## config.mk

```make
export PLATFORM = sky130hd
export DESIGN_NAME = instr_queue_param
export DESIGN_NICKNAME = d
export VERILOG_FILES = /design/src/rtl/instr_queue_param.sv
export SDC_FILE = /design/constraint.sdc
export NUM_CORES = 1
export LEC_CHECK = 0
export ABC_AREA = 0
export CAP_MARGIN = 40
export CORE_MARGIN = 5
export CORE_UTILIZATION = 55
export CTS_CLUSTER_SIZE = 40
export DETAILED_ROUTE_END_ITERATION = 12
export GPL_ROUTABILITY_DRIVEN = 0
export PLACE_DENSITY_LB_ADDON = 0.05
export SYNTH_ARGS = -nofsm -noshare
export SYNTH_HDL_FRONTEND = slang
export SYNTH_SLANG_ARGS = --single-unit
export TNS_END_PERCENT = 20
```

## constraint.sdc

```tcl
create_clock -name CLK -period 3.4 [get_ports CLK]
set_input_delay 0.85 -clock CLK [delete_from_list [all_inputs] [get_ports CLK]]
set_output_delay 0.85 -clock CLK [all_outputs]
set_load 0.02 [all_outputs]
```

## src/rtl/instr_queue_param.sv

```systemverilog
// ---------------------------------------------------------------------------
// instr_queue_param
//
// Purpose:
//   Circular instruction queue sitting between fetch and issue. Accepts one
//   instruction per cycle and releases one per cycle through valid/ready
//   handshakes; both may happen in the same cycle. The head entry is shown
//   combinationally on deq_data (first-word fall-through), occupancy is kept
//   in a registered counter, and a synchronous flush empties the queue for
//   branch mispredict recovery.
//
// Parameters:
//   WIDTH      instruction word width in bits (default 16)
//   AW         pointer width, DEPTH = 2**AW entries (default 3 -> 8 entries)
//   AF_THRESH  almost_full threshold in entries, 1..DEPTH (default 6); only
//              present when INSTR_QUEUE_ALMOST_FULL_EN is defined
//
// Optional feature macro:
//   INSTR_QUEUE_ALMOST_FULL_EN  adds the AF_THRESH parameter and the
//                               almost_full output. Undefined by default.
//
// Ports:
//   CLK          in   clock, rising edge
//   CLR          in   asynchronous reset, active-high
//   flush        in   synchronous discard of all entries
//   enq_valid    in   producer offers enq_data
//   enq_ready    out  queue can accept (= ~full)
//   enq_data     in   instruction to store
//   deq_valid    out  head entry valid (= ~empty)
//   deq_ready    in   consumer takes the head this cycle
//   deq_data     out  head instruction, combinational from storage; 0 when empty
//   count        out  occupancy 0..DEPTH
//   full         out  count == DEPTH
//   empty        out  count == 0
//   ovf_err      out  sticky: enq_valid seen while full (cleared by CLR only)
//   almost_full  out  count >= AF_THRESH (optional)
//
// Handshake semantics (both sides):
//   A transfer fires on a rising CLK edge where valid & ready are both 1.
//   The producer keeps enq_data stable while enq_valid=1 and not yet fired;
//   the queue keeps deq_data stable while deq_valid=1 and deq_ready=0.
//   enq_ready and deq_valid depend only on registered state, so there is no
//   combinational path from either ready input to either ready/valid output.
// ---------------------------------------------------------------------------
module instr_queue_param #(
  parameter int WIDTH     = 16,
  parameter int AW        = 3
`ifdef INSTR_QUEUE_ALMOST_FULL_EN
  ,
  parameter int AF_THRESH = 6
`endif
) (
  input  logic             CLK,
  input  logic             CLR,
  input  logic             flush,
  input  logic             enq_valid,
  output logic             enq_ready,
  input  logic [WIDTH-1:0] enq_data,
  output logic             deq_valid,
  input  logic             deq_ready,
  output logic [WIDTH-1:0] deq_data,
  output logic [AW:0]      count,
  output logic             full,
  output logic             empty,
  output logic             ovf_err
`ifdef INSTR_QUEUE_ALMOST_FULL_EN
  ,
  output logic             almost_full
`endif
);

  localparam int          DEPTH   = 1 << AW;
  localparam logic [AW:0] C_DEPTH = (AW+1)'(DEPTH);
  localparam logic [AW:0] C_ONE   = (AW+1)'(1);

  // Storage is deliberately not reset; validity comes from r_count.
  logic [WIDTH-1:0] r_mem [DEPTH];

  logic [AW-1:0] r_head;
  logic [AW-1:0] r_tail;
  logic [AW:0]   r_count;
  logic          r_full;
  logic          r_empty;
  logic          r_ovf_err;

  logic          w_enq_fire;
  logic          w_deq_fire;
  logic [AW:0]   w_count_nxt;

  // Ready/valid come from registered flags only, so a full queue refuses a
  // write even when the consumer is draining in the same cycle.
  assign w_enq_fire = enq_valid & ~r_full;
  assign w_deq_fire = deq_ready & ~r_empty;

  // Next occupancy. Flush wins over any same-cycle transfer.
  always_comb begin
    w_count_nxt = r_count;
    if (flush) begin
      w_count_nxt = '0;
    end else begin
      case ({w_enq_fire, w_deq_fire})
        2'b10:   w_count_nxt = r_count + C_ONE;
        2'b01:   w_count_nxt = r_count - C_ONE;
        default: w_count_nxt = r_count;
      endcase
    end
  end

  // Control state: pointers, counter and the flags derived from the
  // next-state count, so full/empty are plain flops on the outputs.
  always_ff @(posedge CLK or posedge CLR) begin
    if (CLR) begin
      r_head  <= '0;
      r_tail  <= '0;
      r_count <= '0;
      r_full  <= 1'b0;
      r_empty <= 1'b1;
    end else begin
      if (flush) begin
        r_head <= '0;
        r_tail <= '0;
      end else begin
        // AW-bit pointers wrap DEPTH-1 -> 0 by overflow.
        if (w_enq_fire) r_tail <= r_tail + 1'b1;
        if (w_deq_fire) r_head <= r_head + 1'b1;
      end
      r_count <= w_count_nxt;
      r_full  <= (w_count_nxt == C_DEPTH);
      r_empty <= (w_count_nxt == '0);
    end
  end

  // Overflow flag is sticky across flush; only CLR clears it.
  always_ff @(posedge CLK or posedge CLR) begin
    if (CLR) begin
      r_ovf_err <= 1'b0;
    end else if (enq_valid && r_full) begin
      r_ovf_err <= 1'b1;
    end
  end

  // Storage write. A flushed cycle discards the offered word.
  always_ff @(posedge CLK) begin
    if (w_enq_fire && !flush) begin
      r_mem[r_tail] <= enq_data;
    end
  end

`ifdef INSTR_QUEUE_ALMOST_FULL_EN
  localparam logic [AW:0] C_AF_THRESH = (AW+1)'(AF_THRESH);

  logic r_almost_full;

  // Registered alongside count from the same next-state value, so it tracks
  // count exactly and drops to 0 on flush.
  always_ff @(posedge CLK or posedge CLR) begin
    if (CLR) begin
      r_almost_full <= 1'b0;
    end else begin
      r_almost_full <= (w_count_nxt >= C_AF_THRESH);
    end
  end

  assign almost_full = r_almost_full;
`endif

  assign enq_ready = ~r_full;
  assign deq_valid = ~r_empty;
  assign count     = r_count;
  assign full      = r_full;
  assign empty     = r_empty;
  assign ovf_err   = r_ovf_err;

  // No bypass: a word written at edge N appears here after edge N, and an
  // empty queue always presents zero.
  assign deq_data  = r_empty ? '0 : r_mem[r_head];

endmodule
```

==> results summary, run 1 <==
The post-route antenna net violation count came out at 0. For this block, the routed nets add up to 10500 um of wire. The internal power summed over all cells came out at 0.00356 W. The maximum number of buffers from clock root to sink came out at 2. The final critical path takes up 95.4% of the cycle.

The cell count after synthesis came out at 292. Setup violations remaining at the end of the flow were counted as 0. The number of global-route vias before repair is 3002. The switching portion of total power came out at 25.6%. The number of design rule violations left after detail routing is 0. The synthesized netlist devotes 1.48% of its cell area to XOR and XNOR gates.

The final-stage net count is 389. The multi-input combinational cells in the finished layout cover a total of 1380 sq um. Counting flops with a built-in enable in the synthesized netlist gives 128. Row generation in the floorplan step produced 37 rows. The power per cell area came out at 682 nW/um^2. The number of filler instances in the final layout is 683.

TritonCTS created 17 clock buffers. The depth of the worst register-to-register path is 9. In this run the worst path has a maximum fanout of 16. Port buffering added 45 buffers. The post-route standard cell area excluding fillers came out at 7010 sq um. Sequential elements use 73.8% of the synthesized area. The overall die height came out at 111 um. The global router's overall resource usage came out at 18.5%. The switching power came out at 0.00122 W. TritonCTS built the clock tree. The count of synthesis-stage warnings from yosys is 0. The flow ran to the end, and the final reports show no timing, DRC or antenna violations. The average size of a mapped cell is 19.4 sq um.

The total clock sinks came out at 141. In this run the static leakage power is 2.47 nW. The post-synthesis compound-gate area fraction is 1.28%. The share of cell area taken by muxes after synthesis is 15.9%.

The later pin in the worst-skew pair is clocked with a latency of 0.51 ns. Summed over all layers, the global routing overflow is 0. The sort of element at the start of the critical path is a flip-flop.

The number of storage elements in the synthesis netlist came out at 141. The actual slew at the worst max-slew pin is 0.510 ns. The initial antenna violation count came out at 0. The headroom to the max-slew limit is 66.0%. The area growth from synthesis to layout is 24.0%. After detailed routing, the average wire length per cell comes to 20.4 um. Dividing the detail-routed via count by the number of cells gives 5.46. The overall power of the completed layout came out at 0.00478 W. The root buffer cell chosen for the clock tree is sky130_fd_sc_hd__clkbuf_8. The number of top-level pins is 46. After synthesis, the largest family of logic cells by area is multiplexers. The floorplan step set the die width to 111 um.

The critical path is of the reg2out type. After clock tree synthesis, the clock-pin slew on the worst setup and hold paths is 0.06 ns. The placed wire-length estimate after detailed placement came out at 6320 um. The category of the worst setup path capture point is an output port. The endpoint identified for the worst register-to-register timing path is full. The die area came out at 12400 sq um. The maximum vdd ir drop came out at 397 uV. The final setup TNS came out at 0 ns.

The max-slew violation count is 0. The net count of the mapped netlist came out at 317. The pin count of the biggest net entering global routing is 25.

The logic gate share of total power came out at 19.4%. The worst min-delay path category is reg2reg. The H-tree generated during clock tree synthesis spans 4 levels.

Across all layers, the routed design uses 2800 vias. The antenna cell count is 0. Setup repair after global routing left no endpoint under its margin. The arrival time of data at the critical path endpoint came out at 2.39 ns. The cell area after synthesis is 5650 sq um. The first global-routing pass estimated 16900 um of wire. The cell area after placement is 6390 sq um. The adder-cell share of the synthesized area came out at 0.886%.

The reg2reg setup slack came out at 1.04 ns. The most used flip-flop cell after synthesis is sky130_fd_sc_hd__edfxtp_1. The initial utilization of the core area, before any placement, comes to 55.5%. After synthesis, the share of flip-flops with an asynchronous set or reset is 9.22%. The required time at the worst-slack endpoint came out at 2.55 ns.

Summing the areas of all and, or, nand and nor instances in the mapped netlist gives 4.58% of the synthesized area. The total area of sequential cells is 4170 sq um. The number of design-rule violations left by the first detailed-router iteration came out at 156. The number of buffers inserted by hold repair at cts is 0. The worst register-to-register path begins at empty.

Timing would allow up to 308 MHz. The tool flagged a number of max-cap violations equal to 0. The sequential group share of total power came out at 43.1%. The beginning of the critical path is r_head[0]. The most critical setup path has its endpoint at deq_data[5]. The count of cell types in the netlist came out at 31. The final-report hold violation count came out at 0. Cells with a size suffix above 1 make up 24.9% of the layout. In this run the most critical hold path is launched from ovf_err. Counting I/O delays and the setup requirement, the final critical path takes 3.24 ns. The core box area came out at 10200 sq um. The part of the power in the clock network is 37.5%. The clock arrives with 0.00705 ns of skew. The count of TritonRoute iterations in the first routing pass came out at 5.
-- flip-flops by register name, indices dropped and copies added, names as in the netlist --
name,count
count,4
empty,1
full,1
ovf_err,1
r_head,3
r_mem,128
r_tail,3
-- power groups by stage --
stage / registers (W) / clock network (W) / logic (W)
after floorplan: 0.00207 / 0 / 0.000620
after detailed placement: 0.00210 / 0 / 0.000949
after global placement: 0.00209 / 0 / 0.000941
final: 0.00206 / 0.00179 / 0.000926
after CTS: 0.00207 / 0.00183 / 0.000954
after global routing: 0.00208 / 0.00192 / 0.00101
-- cells in the final DEF (no fill, tap or decap), drive strengths merged --
master	count
nor2	33
nor3	5
mux2i	18
dfrtp	12
xnor2	4
edfxtp	128
ha	4
a21oi	6
o22ai	1
a21o	1
dfstp	1
clkbuf	18
or3	1
mux4	32
o311ai	1
a21boi	1
dlymetal6s2s	5
o21ai	1
clkinv	6
nor2b	3
buf	21
clkinvlp	4
bufbuf	1
bufinv	3
nand2	10
xor2	3
and2	1
dlygate4sd2	11
xnor3	1
nand2b	3
clkdlybuf4s50	29
inv	9
-- per-stage QoR --
stage	hold WS (ns)	setup slack, ns	util (%)	instances
floorplan	0.550	0.354	-	292
global placement	0.446	0.451	62.8	480
detailed placement	0.451	0.442	62.8	480
CTS	0.464	0.00280	68.7	513
global route	0.488	0.00228	68.8	513
finish	0.462	0.157	68.8	513
-- worst max-delay path: stages (launching register included) --
cell and delay, ns:
sky130_fd_sc_hd__dfrtp_2 0.45, sky130_fd_sc_hd__bufbuf_16 0.36, sky130_fd_sc_hd__mux4_2 0.52, sky130_fd_sc_hd__mux2i_1 0.15, sky130_fd_sc_hd__nor2_1 0.05, sky130_fd_sc_hd__dlygate4sd2_1 0.34
-- cell families (layout without fill, tap and decap cells) --
logic type	Yosys count	count (layout)
AND/OR/NAND/NOR	56	56
flip-flops	141	141
buffers and inverters	22	107
multiplexers	50	50
AO/OA/AOI/OAI	11	11
adder cells (fa/ha/maj)	4	4
XOR/XNOR	8	8
-- repair_timing --
item | in CTS | in global routing
gates cloned | 1 | 0
setup buffers | 0 | 0
pin swaps | 0 | 0
setup endpoints to repair | 14 | 5
resized for setup | 11 | 5
-- cells in the mapped netlist, types with 4 or more instances --
master,n,area share (%)
sky130_fd_sc_hd__a21oi_1,6,0.53
sky130_fd_sc_hd__clkbuf_1,7,0.46
sky130_fd_sc_hd__dfrtp_1,12,5.3
sky130_fd_sc_hd__edfxtp_1,128,68
sky130_fd_sc_hd__ha_1,4,0.89
sky130_fd_sc_hd__inv_1,6,0.40
sky130_fd_sc_hd__mux2i_1,18,3.2
sky130_fd_sc_hd__mux4_2,32,13
sky130_fd_sc_hd__nand2_1,9,0.60
sky130_fd_sc_hd__nor2_1,33,2.2
sky130_fd_sc_hd__nor3_1,5,0.44
sky130_fd_sc_hd__xnor2_1,4,0.62
-- metal layers --
| layer | global-route usage [%] | share of wire (%) |
|---|---|---|
| met2 | 29.4 | 52 |
| met1 | 25.3 | 41 |
| met3 | 5.33 | 5.9 |
| met4 | 5.84 | 0.54 |
| met5 | 0 | 0 |
-- final cells by class --
class / instances / share of cell area, %
well taps: 136 / 2.43
repair buffers: 67 / 9.48
flip-flops and latches: 141 / 59.5
inverters: 8 / 0.571
clock inverters: 14 / 2.41
multi-input cells: 129 / 19.6
clock buffers: 18 / 5.96
-- how the worst min path moves through the flow --
stage / cells after the start / endpoint / slack [ns]
final: 1 / ovf_err / 0.46
after global routing: 1 / ovf_err / 0.49
after CTS: 1 / ovf_err / 0.46
after detailed placement: 1 / ovf_err / 0.45
after global placement: 1 / ovf_err / 0.45
after floorplan: 2 / r_tail[0] / 0.55
No activity file was read; power rests on OpenSTA's default activity.
==> run 2, diff against run 1 <==
--- a/config.mk
+++ b/config.mk
@@ -6,8 +6,7 @@
 export NUM_CORES = 1
 export LEC_CHECK = 0
 export ABC_AREA = 0
-export CAP_MARGIN = 40
-export CORE_MARGIN = 5
+export CORE_MARGIN = 3
 export CORE_UTILIZATION = 55
 export CTS_CLUSTER_SIZE = 40
 export DETAILED_ROUTE_END_ITERATION = 12
==> run 2 against run 1 <==
Compared with the run above: sequential power about the same; cell area decreased by 0.43%; core utilization up 1.9 points; clock skew increased by 0.0043 ns; largest power group unchanged.
==> results summary, run 2 (synthesized netlist as in run 1, its figures left out) <==
The number of design rule violations left after detail routing is 0 (unchanged). The clock transition at the registers of the reported paths came out at 0.06 ns (about the same). The core box area is 9860 sq um (-3.1%). The cell area after placement is 6390 sq um (about the same).

The number of failing setup endpoints in the final timing report came out at 0 (unchanged). The layout overhead on the synthesized area is 23.5%. The die area came to 11500 sq um (-7.1%). The flip-flop count of the largest register after layout came out at 128 (unchanged). Ranked by flip-flop count, first place goes to r_mem. The number of global-route vias before repair came to 3054 (+1.7%). The placed wire-length estimate after detailed placement was 6450 um (+2.0%). STA classifies the critical path endpoint as an output port. The power per cell area is 679 nW/um^2 (-0.45%). The global router's overall resource usage came out at 20.5% (+1.9 points). The worst setup slack after layout is 0.106 ns (-0.0510 ns). The actual slew at the worst max-slew pin came to 0.538 ns (+0.0278 ns). The initial standard-cell utilization of the core was 57.3% (+1.8 points).

The count of vias placed by the detailed router is 2849 (+1.8%). The arrival time of data at the critical path endpoint came out at 2.44 ns (+0.05 ns). The root buffer cell chosen for the clock tree is sky130_fd_sc_hd__clkbuf_8. The minimum clock period after layout is 3.29 ns (+0.0510 ns). The TritonCTS clock tree is yes.

Setup repair after global routing left no endpoint under its margin. The final clock period utilization by the worst path came out at 96.9% (+1.5 points). The count of H-tree levels built during CTS is 4 (unchanged).

The share of layout cells above drive strength 1 was 25.4% (+0.46 points). The number of buffers inserted to repair setup after CTS came out at 0 (unchanged). The placement-stage worst setup slack was 0.558 ns (+0.115 ns).

The run finished with clean final reports. The max-slew violation count came out at 0 (unchanged). The share of the core filled with cells in the final layout came out at 70.8% (+1.9 points). The maximum number of buffers from clock root to sink came to 2 (unchanged). The required time at the worst-slack endpoint is 2.55 ns (about the same).

The worst setup path is launched from a flip-flop. The count of TritonRoute iterations in the first routing pass is 4 (-1). The number of top-level pins was 46 (unchanged). On the critical path the largest part of the delay comes from buffers and inverters.

The headroom to the max-slew limit is 64.1% (-1.8 points). The total grt overflow is 0 (unchanged). The number of buffers inserted by hold repair at cts was 0 (unchanged).

The antenna cell count came out at 0 (unchanged). The largest individual stage delay along the critical path comes from the cell sky130_fd_sc_hd__clkdlybuf4s50_1. The peak fanout along the critical path is 24 (+8). The maximum single-stage delay on the critical path came out at 0.55 ns (+0.03 ns).

The site row count came out at 36 (-2.7%). The worst min-delay path category is reg2reg. The number of buffers inserted during clock tree synthesis was 17 (unchanged). The post-route antenna net violation count came out at 0 (unchanged). The top cell types in the final layout, fill and taps aside, are sky130_fd_sc_hd__edfxtp_1, sky130_fd_sc_hd__clkdlybuf4s50_1, sky130_fd_sc_hd__nor2_1. The buffering stage count on the worst path with inverters included came to 2 (unchanged). The library cell used most frequently in the layout, excluding fill and tap cells, is sky130_fd_sc_hd__edfxtp_1. The number of design-rule violations left by the first detailed-router iteration came out at 154 (-1.3%).

The mean routed wirelength per cell is 20.9 um (+2.3%). The number of max-cap violations is 0 (unchanged). The peak clock frequency supported by timing came out at 304 MHz (-1.5%). The initial antenna violation count is 0 (unchanged). The final-report hold violation count came out at 0 (unchanged). The path type of the worst setup path is reg2out.

The routed wire length is 10700 um (+1.9%). The pin count of the biggest net entering global routing is 25 (unchanged). The signal on the critical path passes through buf_12 > mux4_2 > mux2i_1 > nor2_1 > clkdlybuf4s50_1. The clock skew after layout came out at 0.0113 ns (+0.00428 ns). The final-stage net count came out at 390 (+0.26%). The first-pass GRT wire length is 17000 um (+0.32%). The minimum hold slack is 0.467 ns (+0.00514 ns). The floorplan die width is 107 um (-3.6%). The source-to-sink clock delay at the later pin of the worst-skew pair came out at 0.52 ns (about the same).

The overall die height is 107 um (-3.6%). The total clock sinks is 141 (unchanged). The number of filler instances in the final layout is 611 (-11%).

The leakage power came out at 2.49 nW (+0.53%). The final setup TNS is 0 ns (unchanged). The count of input and output buffers is 45 (unchanged). The maximum vdd ir drop came out at 410 uV (+3.2%). The post-detailed-route via-to-cell ratio is 5.58 (+2.1%). The post-route standard cell area excluding fillers came out at 6980 sq um (-0.43%).
run 2: cell count changes in the layout (fill, tap and decap cells not counted), moves of 2 or more:
cell and delta:
sky130_fd_sc_hd__dlymetal6s2s_1 +4, sky130_fd_sc_hd__dlygate4sd2_1 -10, sky130_fd_sc_hd__bufinv_16 -2, sky130_fd_sc_hd__clkdlybuf4s50_1 +6, sky130_fd_sc_hd__buf_4 +3, sky130_fd_sc_hd__inv_8 +4
sky130_fd_sc_hd__clkinv_2 -2, sky130_fd_sc_hd__inv_6 +2
run 2: final timing paths:
| check | from | end | cells past startpoint | slack (ns) |
|---|---|---|---|---|
| setup / recovery | r_head[0] | deq_data[0] | 5 | 0.11 |
| hold / removal | ovf_err | ovf_err | 1 | 0.47 |
| setup reg to reg | empty | empty | 7 | 1.00 |
| hold reg to reg | ovf_err | ovf_err | 1 | 0.47 |
| max in group asynchronous | CLR | r_head[0] | 2 | 2.34 |
| min in group asynchronous | CLR | ovf_err | 2 | 0.67 |
run 2: report_power, final:
part           switching [W]  leakage, nW  total (W)  internal, W
Combinational       0.000453        0.890   0.000933     0.000481
Sequential          0.000102         1.33    0.00207      0.00196
Clock               0.000744        0.271    0.00174     0.000995
Total                0.00130         2.49    0.00474      0.00344
run 2: area by class of cell:
type	instances	area (sq um)	share of cell area, %
multi-input cells	129	1380	19.7
well taps	133	166	2.38
inverters	8	40.0	0.574
clock buffers	17	414	5.93
clock inverters	15	154	2.21
repair buffers	68	657	9.41
flip-flops and latches	141	4170	59.8
run 2: repair_timing:
action                     in CTS  in global routing
setup endpoints to repair       1                  9
resized for setup               1                  9
pin swaps                       0                  0
hold endpoints to repair        0                  0
run 2: per-stage QoR:
| stage | total power (W) | std cells |
|---|---|---|
| 6_report | 0.00474 | 511 |
| 5_1_grt | 0.00496 | 511 |
| 4_1_cts | 0.00482 | 511 |
| 3_5_place_dp | 0.00306 | 479 |
| 3_3_place_gp | 0.00304 | 479 |
| 2_1_floorplan | 0.00269 | 292 |
run 2: worst reg2reg max path, cell delays in order, from the launching register on:
cell and delay [ns]:
sky130_fd_sc_hd__dfstp_2 0.88, sky130_fd_sc_hd__nand2b_4 0.28, sky130_fd_sc_hd__inv_6 0.06, sky130_fd_sc_hd__ha_1 0.38, sky130_fd_sc_hd__a21oi_1 0.18, sky130_fd_sc_hd__o311ai_2 0.13, sky130_fd_sc_hd__mux2i_1 0.27, sky130_fd_sc_hd__and2_1 0.17
run 2: per-layer routing:
| layer | part of all wire (%) | vias up | global-route usage (%) |
|---|---|---|---|
| met3 | 3.5 | 16 | 4.32 |
| met5 | 0 | - | 0 |
| met1 | 44 | 1471 | 28.3 |
| met2 | 50 | 67 | 32.4 |
| li1 | - | 1295 | - |
| met4 | 1.8 | 0 | 8.12 |
